File: config.mk
export PLATFORM = sky130hd
export DESIGN_NAME = dp_out_fifo
export DESIGN_NICKNAME = d
export VERILOG_FILES = /design/src/rtl/dp_out_fifo_pkg.sv /design/src/rtl/dp_out_lane_mux.sv /design/src/rtl/dp_out_fifo.sv
export SDC_FILE = /design/constraint.sdc
export NUM_CORES = 1
export LEC_CHECK = 0
export BUFFER_PORTS_ARGS = -buffer_cell sky130_fd_sc_hd__clkbuf_2
export CAP_MARGIN = 20
export CORE_ASPECT_RATIO = 1.4
export CORE_MARGIN = 2
export CORE_UTILIZATION = 49
export DETAILED_ROUTE_END_ITERATION = 6
export PLACE_DENSITY = 0.74
export SYNTH_ARGS = -nofsm -noshare
export SYNTH_HDL_FRONTEND = slang
export SYNTH_HIERARCHICAL = 1
export SYNTH_SLANG_ARGS = --single-unit
File: constraint.sdc
create_clock -name CLK -period 2.45 [get_ports CLK]
set_input_delay 0.49 -clock CLK [delete_from_list [all_inputs] [get_ports CLK]]
set_output_delay 0.49 -clock CLK [all_outputs]
set_load 0.03 [all_outputs]
File: src/rtl/dp_out_fifo_pkg.sv
// dp_out_fifo_pkg: shared sizing and lane helpers for the CPU output datapath
package dp_out_fifo_pkg;

    function automatic int lanes(input int data_w, input int lane_w);
        return data_w / lane_w;
    endfunction

    function automatic int ptr_w(input int depth);
        return (depth <= 2) ? 1 : $clog2(depth);
    endfunction

    function automatic int lane_lo(input int lane, input int lane_w);
        return lane * lane_w;
    endfunction

endpackage

File: src/rtl/dp_out_lane_mux.sv
// dp_out_lane_mux: one CPU lane choosing buffered head data or register data
module dp_out_lane_mux
    import dp_out_fifo_pkg::*;
#(
    parameter int LANE_W = 16
)(
    input  logic [LANE_W-1:0] i_head,
    input  logic [LANE_W-1:0] i_mod,
    input  logic              i_f2cpu,
    input  logic              i_s2cpu,
    output logic [LANE_W-1:0] o_data
);

    // full-width bypass beats the per-lane select
    always_comb o_data = (i_f2cpu && !i_s2cpu) ? i_head : i_mod;

endmodule

File: src/rtl/dp_out_fifo.sv
// dp_out_fifo: buffered CPU output latch with lane bridging and MOD bypass
module dp_out_fifo
    import dp_out_fifo_pkg::*;
#(
    parameter int DATA_W    = 32,
    parameter int LANE_W    = 16,
    parameter int DEPTH     = 2,
    parameter bit OVERWRITE = 1'b0,
    localparam int LANES    = lanes(DATA_W, LANE_W),
    localparam int CW       = $clog2(DEPTH + 1),
    localparam int PW       = ptr_w(DEPTH)
)(
    input  logic              CLK,
    input  logic              RST,
    input  logic [DATA_W-1:0] OD,
    input  logic [DATA_W-1:0] MOD,
    input  logic              LOAD,
    input  logic              POP,
    input  logic              BRIDGEOUT,
    input  logic [LANES-1:0]  F2CPU,
    input  logic              S2CPU,
    output logic [DATA_W-1:0] DATA,
    output logic              EMPTY,
    output logic              FULL,
    output logic [CW-1:0]     COUNT,
    output logic              OVERRUN
);

    logic [DATA_W-1:0] r_mem [DEPTH];
    logic [DATA_W-1:0] r_last;
    logic [PW-1:0]     r_rd, r_wr;
    logic [CW-1:0]     r_count;
    logic              r_overrun;

    logic [DATA_W-1:0] w_entry, w_head;
    logic [PW-1:0]     w_rd_nxt, w_wr_nxt, w_wr_prev;
    logic              w_full, w_empty, w_push, w_pop, w_ovw, w_drop;

    assign w_full    = r_count == CW'(DEPTH);
    assign w_empty   = r_count == '0;
    // a pop on a full buffer frees the slot the simultaneous load lands in
    assign w_push    = LOAD && (!w_full || POP);
    assign w_pop     = POP && !w_empty;
    assign w_ovw     = LOAD && w_full && !POP && OVERWRITE;
    assign w_drop    = LOAD && w_full && !POP && !OVERWRITE;
    assign w_rd_nxt  = (r_rd == PW'(DEPTH - 1)) ? '0 : r_rd + PW'(1);
    assign w_wr_nxt  = (r_wr == PW'(DEPTH - 1)) ? '0 : r_wr + PW'(1);
    assign w_wr_prev = (r_wr == '0) ? PW'(DEPTH - 1) : r_wr - PW'(1);
    // once drained the lanes keep showing the last retired word, like the old latch
    assign w_head    = w_empty ? r_last : r_mem[r_rd];

    assign EMPTY   = w_empty;
    assign FULL    = w_full;
    assign COUNT   = r_count;
    assign OVERRUN = r_overrun;

    for (genvar i = 0; i < LANES; i++) begin : g_lane
        assign w_entry[lane_lo(i, LANE_W) +: LANE_W] =
            BRIDGEOUT ? OD[LANE_W-1:0] : OD[lane_lo(i, LANE_W) +: LANE_W];
        dp_out_lane_mux #(.LANE_W(LANE_W)) u_mux (
            .i_head  (w_head[lane_lo(i, LANE_W) +: LANE_W]),
            .i_mod   (MOD[lane_lo(i, LANE_W) +: LANE_W]),
            .i_f2cpu (F2CPU[i]),
            .i_s2cpu (S2CPU),
            .o_data  (DATA[lane_lo(i, LANE_W) +: LANE_W])
        );
    end

    // storage writes: append at the tail, or replace the youngest entry when overwriting
    always_ff @(posedge CLK) begin
        if (w_push)
            r_mem[r_wr] <= w_entry;
        else if (w_ovw)
            r_mem[w_wr_prev] <= w_entry;
    end

    // pointers, occupancy, hold register and sticky overrun
    always_ff @(posedge CLK) begin
        if (RST) begin
            r_rd      <= '0;
            r_wr      <= '0;
            r_count   <= '0;
            r_last    <= '0;
            r_overrun <= 1'b0;
        end else begin
            if (w_push)
                r_wr <= w_wr_nxt;
            if (w_pop) begin
                r_rd   <= w_rd_nxt;
                r_last <= r_mem[r_rd];
            end
            r_count <= r_count + CW'(w_push) - CW'(w_pop);
            if (w_drop)
                r_overrun <= 1'b1;
        end
    end

endmodule

# After elaboration in Yosys (flattened, before gate mapping)
# Memory sizes are Yosys's and may differ from the RTL's. A register that Yosys moved wholly into a read port is not among the register bits.
# Cells that the tools add are included.
[word_totals]
word_cells = 33
mem_count = 1
mem_bits_rw = 64
in_bits = 72
output_inout_bits = 37
regBits = 37
[classes]
n_addsub = 4
eq_ne = 1
n_reduce_logical = 12
muxes = 10
[mem_list]
columns = ["memory", "words", "width", "read_ports", "rd_clocked_by_memory_dff", "write_ports", "line_no", "rtl"]
rows = [
  ["r_mem", 2, 32, 1, 1, 1, "dp_out_fifo.sv:29", "logic [DATA_W-1:0] r_mem [DEPTH];"],
]
[op_table]
columns = ["op", "n"]
rows = [
  ["16-bit two-way mux", 3],
  ["32-bit two-way mux", 1],
  ["1-bit logical AND", 6],
  ["1-bit two-way mux", 6],
  ["1-bit logical NOT", 4],
  ["1-bit adder, second input constant", 2],
  ["2-bit by 1-bit adder with 2-bit output", 1],
  ["2-bit equality test, second input constant", 1],
  ["2-bit logical NOT", 1],
  ["2-bit by 1-bit subtractor with 2-bit output", 1],
  ["1-bit logical OR", 1],
]

# Depth between registers and ports, before layout
# Gate-level depths: netlist of run 1.
[depth]
word_depth = 6
ltp_mapped = 9
mapped_depth_nobuf = 8

# Modules after synthesis
# Netlist of run 1, hierarchy kept.
[by_module_without_submodules]
columns = ["module", "instances", "cells_per_inst", "area_each_um2"]
rows = [
  ["dp_out_fifo", 1, 327, 4194.0],
  ["dp_out_lane_mux", 2, 19, 262.8],
]

# Least setup slack after synthesis of run 1
# Ideal clock, no wire load.
[synth_path]
path_type = "register -> register"
from = "register r_count[0], in the netlist COUNT[0]"
to = "memory r_mem[0][0], enable pin"
required_ps = 2029
setup_slack_ps = -145
path_buffers = 0
arrival_ps = 2174
path_stages_with_launch = 4
setup_ps = 421
synth_period_minus_slack_ps = 2595
path_cell_list = "dfxtp_1 or3b_1 nand2_2 nor2_1"
[synth_via]
elab_chain_len = 6
[synth_lines]
columns = ["element", "line_no", "rtl"]
rows = [
  ["from (decl)", "dp_out_fifo.sv:32", "logic [CW-1:0] r_count;"],
  ["from (signal assigned)", "dp_out_fifo.sv:92", "r_count <= r_count + CW'(w_push) - CW'(w_pop);"],
  ["2-bit equality test", "dp_out_fifo.sv:39", "assign w_full = r_count == CW'(DEPTH);"],
  ["1-bit logical NOT", "dp_out_fifo.sv:42", "assign w_push = LOAD && (!w_full || POP);"],
  ["1-bit logical OR", "dp_out_fifo.sv:42", ""],
  ["1-bit logical AND", "dp_out_fifo.sv:42", ""],
  ["1-bit two-way mux", "dp_out_fifo.sv:71", "if (w_push)"],
  ["1-bit two-way mux (not written as such)", "dp_out_fifo.sv:72", "r_mem[r_wr] <= w_entry;"],
  ["to (decl)", "dp_out_fifo.sv:29", ""],
]
# Every way passes these cells.

==> results of run 1 <==
## worst max-delay path by stage
stage / startpoint / endpoint / depth (start not counted) / slack (ps)
after floorplan: COUNT[0]$_SDFF_PP0_ / r_mem[0][0]$_DFFE_PP_ / 3 / 390
after detailed placement: COUNT[1]$_SDFF_PP0_ / DATA[7] / 6 / 220
after global routing: flop / DATA[6] / 5 / -7
after CTS: flop / DATA[15] / 5 / 3
final: flop / DATA[5] / 5 / 80
after global placement: COUNT[1]$_SDFF_PP0_ / DATA[7] / 6 / 280
## cells by family (layout without fill, tap and decap cells)
group,after synthesis,after routing,synth area share (%)
buffers and inverters,31,134,4.772
xor gates and xnor gates,2,2,0.3712
AOI/OAI and AO/OA,66,66,10.05
DFF,102,102,56.84
and+or+nand+nor,81,82,7.370
adders and majority gates,2,2,0.5301
muxes,81,81,20.07
## registers in the layout, summed over array words and instances, names as in the netlist, named ones only
signal	count
COUNT	2
OVERRUN	1
r_last	32
r_mem	64
r_rd	1
r_wr	1
## final cells by class
class                   instances  area, µm²
repair buffers                115      635.6
clock inverters                 5      50.05
fillers                       752       3804
clock buffers                  11      232.7
inverters                       3      11.26
flip-flops and latches        102       2684
well taps                     110      137.6
multi-input cells             233       1852
## what timing repair did
action / in CTS / in global routing
gates cloned: 0 / 2
pin swaps: 0 / 1
endpoints found under the setup margin: 21 / 22
resized for setup: 3 / 4
buffers inserted: 0 / 1
## critical path: cells and delay by family (launching register included)
family | cells | cell delay [ps]
multiplexers | 2 | 610
flip-flops | 1 | 420
buffers and inverters | 2 | 380
AO/OA/AOI/OAI | 1 | 120
## cell usage after synthesis
library cell  number  area share, %
nor2_1            70            5.6
edfxtp_1          64             41
dfxtp_1           38             16
a21oi_1           32            3.4
mux2i_1           32            6.8
mux2_2            28            6.7
a211oi_1          20            3.2
mux2_4            20            6.4
buf_2             13            1.4
a211oi_2          12            3.2
buf_6              6            1.4
buf_4              4           0.64
inv_1              3           0.24
nor2b_1            3           0.40
buf_12             2           0.85
clkbuf_1           2           0.16
ha_1               2           0.53
nand2b_4           2           0.58
a31oi_1            1           0.13
and2_1             1           0.13
and3_1             1           0.13
buf_1              1          0.079
mux2_1             1           0.24
nand2_2            1           0.13
nor3_1             1           0.11
o21a_1             1           0.16
or2_1              1           0.13
or3b_1             1           0.19
xnor2_1            1           0.19
xor2_1             1           0.19
## routing by layer
metal / track usage (%) / share of wire [%]
met5: 0 / 0
met4: 5.957 / 1.2
met3: 3.439 / 4.8
met2: 30.10 / 51
met1: 22.63 / 43
## through the flow
| stage | util [%] | area, µm² | hold WS (ps) | setup slack (ps) | TNS, ps |
|---|---|---|---|---|---|
| final | 59.56 | 5603 | 357.3 | 76.70 | 0 |
| after floorplan | - | 4722 | 478.4 | 390.9 | 0 |
| after CTS | 58.99 | 5549 | 344.2 | 3.425 | 0 |
| after global placement | 55.88 | 5256 | 459.2 | 282.0 | 0 |
| after global routing | 59.56 | 5603 | 348.7 | -6.694 | -16.88 |
| after detailed placement | 55.88 | 5256 | 467.5 | 220.6 | 0 |
## power by group through the flow
stage	clock network, W	logic [W]	registers [W]
after detailed placement	0	0.00253	0.00237
after CTS	0.00138	0.00256	0.00234
after global placement	0	0.00249	0.00234
final	0.00135	0.00262	0.00235
after floorplan	0	0.00202	0.00235
after global routing	0.00145	0.00289	0.00238
==> summary.md, run 1 <==
| Metric | Value |
|---|---|
| Die area | `10440 µm²` |
| Worst-path clk slew | `60 ps` |
| HPWL after DPL | `6.291 mm` |
| CP Data Arrival Time | `1880 ps` |
| Worst Path Max Fanout | `15` |
| Drt total wl | `9.233 mm` |
| Commonest non-fill, non-tap cell in the layout | `clkbuf_2` |
| Yosys warns | `6` |
| Total Power | `0.006326 W` |
| Final cell count without fillers | `579` |
| GRT overflow | `0` |
| Starting Density | `50.17%` |
| Status | `finished, final reports clean` |
| Final setup violation count | `0` |
| Area Growth Syn to Fin | `18.72%` |
| Syn Area/Cell | `12.93 µm²` |
| Register share of total power | `37.2%` |
| Fmax | `0.4214 GHz` |
| Combinational Power Share | `41.5%` |
| Remaining DRCs | `0` |
| Fin crit period | `2373 ps` |
| Syn nets | `439` |
| Critical Path Slowest Stage Cell | `dfxtp_2` |
| Final number of hold-violating endpoints | `0` |
| Vias per cell | `5.273` |
| Worst Hold End | `r_mem[1][15]$_DFFE_PP_` |
| CTS max path bufs | `2` |
| Power share of the clock group | `21.3%` |
| Clock root buffer | `clkbuf_16` |
| Critical R2R Launch | `COUNT[1]$_SDFF_PP0_` |
| Seq cells post-synth | `102` |
| Worst Reg-to-Reg Cells | `8` |
| Die W | `86.95 µm` |
| RSZ-0062 raised after global routing | `true` |
| CP Launch Type | `flop` |
| Unique masters post-synth | `30` |
| Worst-skew pair later-pin latency | `340 ps` |
| R2R setup slack | `490 ps` |
| DP Cell Count | `560` |
| Rows | `42` |
| CTS sink cnt | `102` |
| R2r endpoint | `COUNT[1]$_SDFF_PP0_` |
| Vias | `3053` |
| Synth Cell Area | `4720 µm²` |
| Slew HR | `38.15%` |
| Cell Int Power | `0.004001 W` |
| Drt initial violations | `173` |
| RD Place Congestion | `0.7608` |
| GR Util All Layers | `17.81%` |
| Layout Skew | `6.708 ps` |
| Share of layout cells above drive strength 1 | `42.86%` |
| Hold path start | `OD[15]` |
| Sequential element share of the synthesized area | `56.84%` |
| I/O pin cnt | `109` |
| Post-Syn Instances | `365` |
| Final period util | `96.87%` |
| Critical Path, Cell by Cell | `buf_12 > mux2i_1 > a21oi_1 > mux2_4 > clkbuf_2` |
| Critical Path RT | `1960 ps` |
| Switching Fraction | `36.75%` |
| Hold-fix buffers, CTS | `0` |
| Vias in the first global route | `2899` |
| Post-route ant nets | `0` |
| Min-delay worst type | `input pin to flop` |
| IO Port Bufs | `108` |
| Ant. Diodes | `0` |
| Largest net degree at the start of global routing | `66` |
| CTS buffer count | `9` |
| Worst slew pin tran | `925.5 ps` |
| Die Y | `120.1 µm` |
| Antenna violations before repair | `0` |
| First-pass GRT wire length | `14.14 mm` |
| Critical path endpoint category | `output pin` |
| Slew Viols, Final | `0` |
| Wire per inst | `15.95 µm` |
| PwrDens | `1129 nW/µm²` |
| Nets | `538` |
| Max cap viols | `0` |
| Kind of critical path | `flop to output pin` |
| Psw | `0.002325 W` |
| 1st-pass router iterations | `4` |
| Core outline area | `9407 µm²` |
| Hold Path Cell Cnt | `1` |
| CTS tree | `yes` |
| Static Leak | `2.240 nW` |
| Commonest cells after routing, fill and taps aside | `clkbuf_2 (108), nor2_1 (69), edfxtp_1 (64), dfxtp_1 (37), a21oi_1 (32)` |
| CP max stage delay | `420 ps` |
| Max H-tree Level | `3` |
| Peak VDD IR | `0.5790 mV` |
Power figures use the tool's default switching activity.
==> run 2: changes to the inputs <==
Settings changed: CORE_UTILIZATION 49 to 54, PLACE_DENSITY 0.74 to 0.77.
Clock period 2.45 ns to 2.4 ns, I/O delays scaled along.
==> run 2 against run 1 <==
Against the previous run: clock power increased by 6%; register-to-register slack about the same; routed wire length increased by 0.58%; sequential share of layout area increased by 0.21 points; worst setup slack got worse by 28 ps; critical endpoint is now DATA[18]; highest routed layer unchanged.
==> summary.md, run 2 (synthesis gave the netlist of run 1 again) <==
| Metric | Value |
|---|---|
| GRT overflow | `0` |
| # fillers | `645` |
| CTS sink cnt | `102` |
| Max H-tree Level | `3` |
| Critical Path Slowest Stage Cell | `mux2i_1` |
| RD Place Congestion | `0.7387` |
| Vias | `3046` |
| Max cap viols | `0` |
| Slew Viols, Final | `0` |
| Nets | `538` |
| Antenna violations before repair | `0` |
| Die Y | `114.6 µm` |
| Drt initial violations | `147` |
| Final setup violation count | `0` |
| RSZ-0062 raised after global routing | `true` |
| Remaining DRCs | `0` |
| Vias per cell | `5.307` |
| Status | `finished, final reports clean` |
| HPWL after DPL | `6.228 mm` |
| Largest net degree at the start of global routing | `66` |
| Peak VDD IR | `0.5905 mV` |
| Layout Skew | `8.179 ps` |
| Fin crit period | `2352 ps` |
| Die area | `9514 µm²` |
| Ant. Diodes | `0` |
| Fmax | `0.4252 GHz` |
| Slew HR | `36.18%` |
| PwrDens | `1160 nW/µm²` |
| Die W | `83.01 µm` |
| Worst slew pin tran | `955.0 ps` |
| Switching Fraction | `36.84%` |
| Critical path endpoint category | `output pin` |
| Final period util | `97.99%` |
| Critical Path RT | `1920 ps` |
| Area Growth Syn to Fin | `18.19%` |
| Kind of critical path | `flop to output pin` |
| Min-delay worst type | `input pin to flop` |
| Post-route ant nets | `0` |
| Rows | `40` |
| Final number of hold-violating endpoints | `0` |
| IO Port Bufs | `108` |
| Commonest non-fill, non-tap cell in the layout | `clkbuf_2` |
| CP Launch Type | `flop` |
| Share of layout cells above drive strength 1 | `42.43%` |
| CTS max path bufs | `2` |
| Commonest cells after routing, fill and taps aside | `clkbuf_2 (108), nor2_1 (69), edfxtp_1 (64), dfxtp_1 (37), a21oi_1 (32)` |
| Starting Density | `55.15%` |
| CTS buffer count | `9` |
| Power share of the clock group | `22.2%` |
| 1st-pass router iterations | `5` |
| Static Leak | `2.236 nW` |
| Final hold slack | `343.3 ps` |
| GR Util All Layers | `19.96%` |
| Vias in the first global route | `2907` |
| Worst-path clk slew | `70 ps` |
| CTS tree | `yes` |
| I/O pin cnt | `109` |
| Total Power | `0.006468 W` |
| First-pass GRT wire length | `14.72 mm` |
| Worst Path Max Fanout | `22` |
| Worst-skew pair later-pin latency | `340 ps` |
| Utilization after layout | `65.18%` |
| Register share of total power | `37.0%` |
| Final cell count without fillers | `574` |
| Drt total wl | `9.287 mm` |
| DP Cell Count | `556` |
| Psw | `0.002383 W` |
| CP Data Arrival Time | `1870 ps` |
| Most flops, register | `r_mem` |
| Wire per inst | `16.18 µm` |
| Largest register FFs | `64` |
| Clock root buffer | `clkbuf_16` |
| Critical Path, Cell by Cell | `buf_12 > mux2i_1 > a21oi_1 > mux2_2 > clkbuf_2` |
| CP max stage delay | `390 ps` |
| Cell Int Power | `0.004086 W` |
| Core outline area | `8558 µm²` |
| Combinational Power Share | `40.9%` |
run 2: changes by cell type in the layout (fill, tap and decap cells not counted), sizes merged:
cell	previous run	this run
buf	6	7
clkinv	3	2
run 2: critical path: cells and delay by family (launching register included):
| kind | cells | cell delay, ps |
|---|---|---|
| AOI/OAI and AO/OA | 1 | 120 |
| buffers and inverters | 2 | 380 |
| DFF | 1 | 360 |
| muxes | 2 | 660 |
run 2: timing repair:
action / 4_1_cts / 5_1_grt
endpoints found under the hold margin: 0 / 0
pin swaps: 1 / 0
gates cloned: 1 / 0
gates resized for setup: 2 / 2
endpoints found under the setup margin: 24 / 4
buffers inserted: 1 / 0
hold buffers: 0 / 0
run 2: final cells by class:
cell class	count	area, µm²	share of cell area [%]
inverters	3	11.26	0.2019
flip-flops and latches	102	2684	48.12
clock buffers	12	246.5	4.419
repair buffers	115	618.1	11.08
clock inverters	4	46.29	0.8300
multi-input cells	233	1841	33.00
well taps	105	131.4	2.355
run 2: path summary, 6_finish.rpt:
path                        start                     to  slack [ps]  cells past startpoint
max                          flop               DATA[18]          50                      5
max reg2reg   COUNT[1]$_SDFF_PP0_    COUNT[1]$_SDFF_PP0_         480                      8
min reg2reg  OVERRUN$_SDFFE_PP0P_   OVERRUN$_SDFFE_PP0P_         490                      2
min                         OD[1]  r_mem[1][1]$_DFFE_PP_         340                      1
run 2: power groups by stage:
stage / clock network [W] / registers [W] / logic (W)
global placement: 0 / 0.00239 / 0.00254
detailed placement: 0 / 0.00241 / 0.00259
finish: 0.00143 / 0.00239 / 0.00264
CTS: 0.00145 / 0.00239 / 0.00265
floorplan: 0 / 0.00240 / 0.00206
global route: 0.00153 / 0.00243 / 0.00290
run 2: per-layer routing:
metal,wire [µm],up-vias,global-route usage [%]
met4,122,0,7.541
met2,4598,119,33.87
li1,-,1527,-
met5,0,-,0
met1,3953,1393,25.40
met3,612,7,3.893
run 2: metrics by stage:
stage	cell area, µm²	TNS [ps]	setup slack [ps]
global route	5578	-36.73	-14.45
global placement	5258	0	218.7
floorplan	4722	0	340.9
CTS	5570	0	40.84
detailed placement	5258	0	177.2
finish	5578	0	48.34
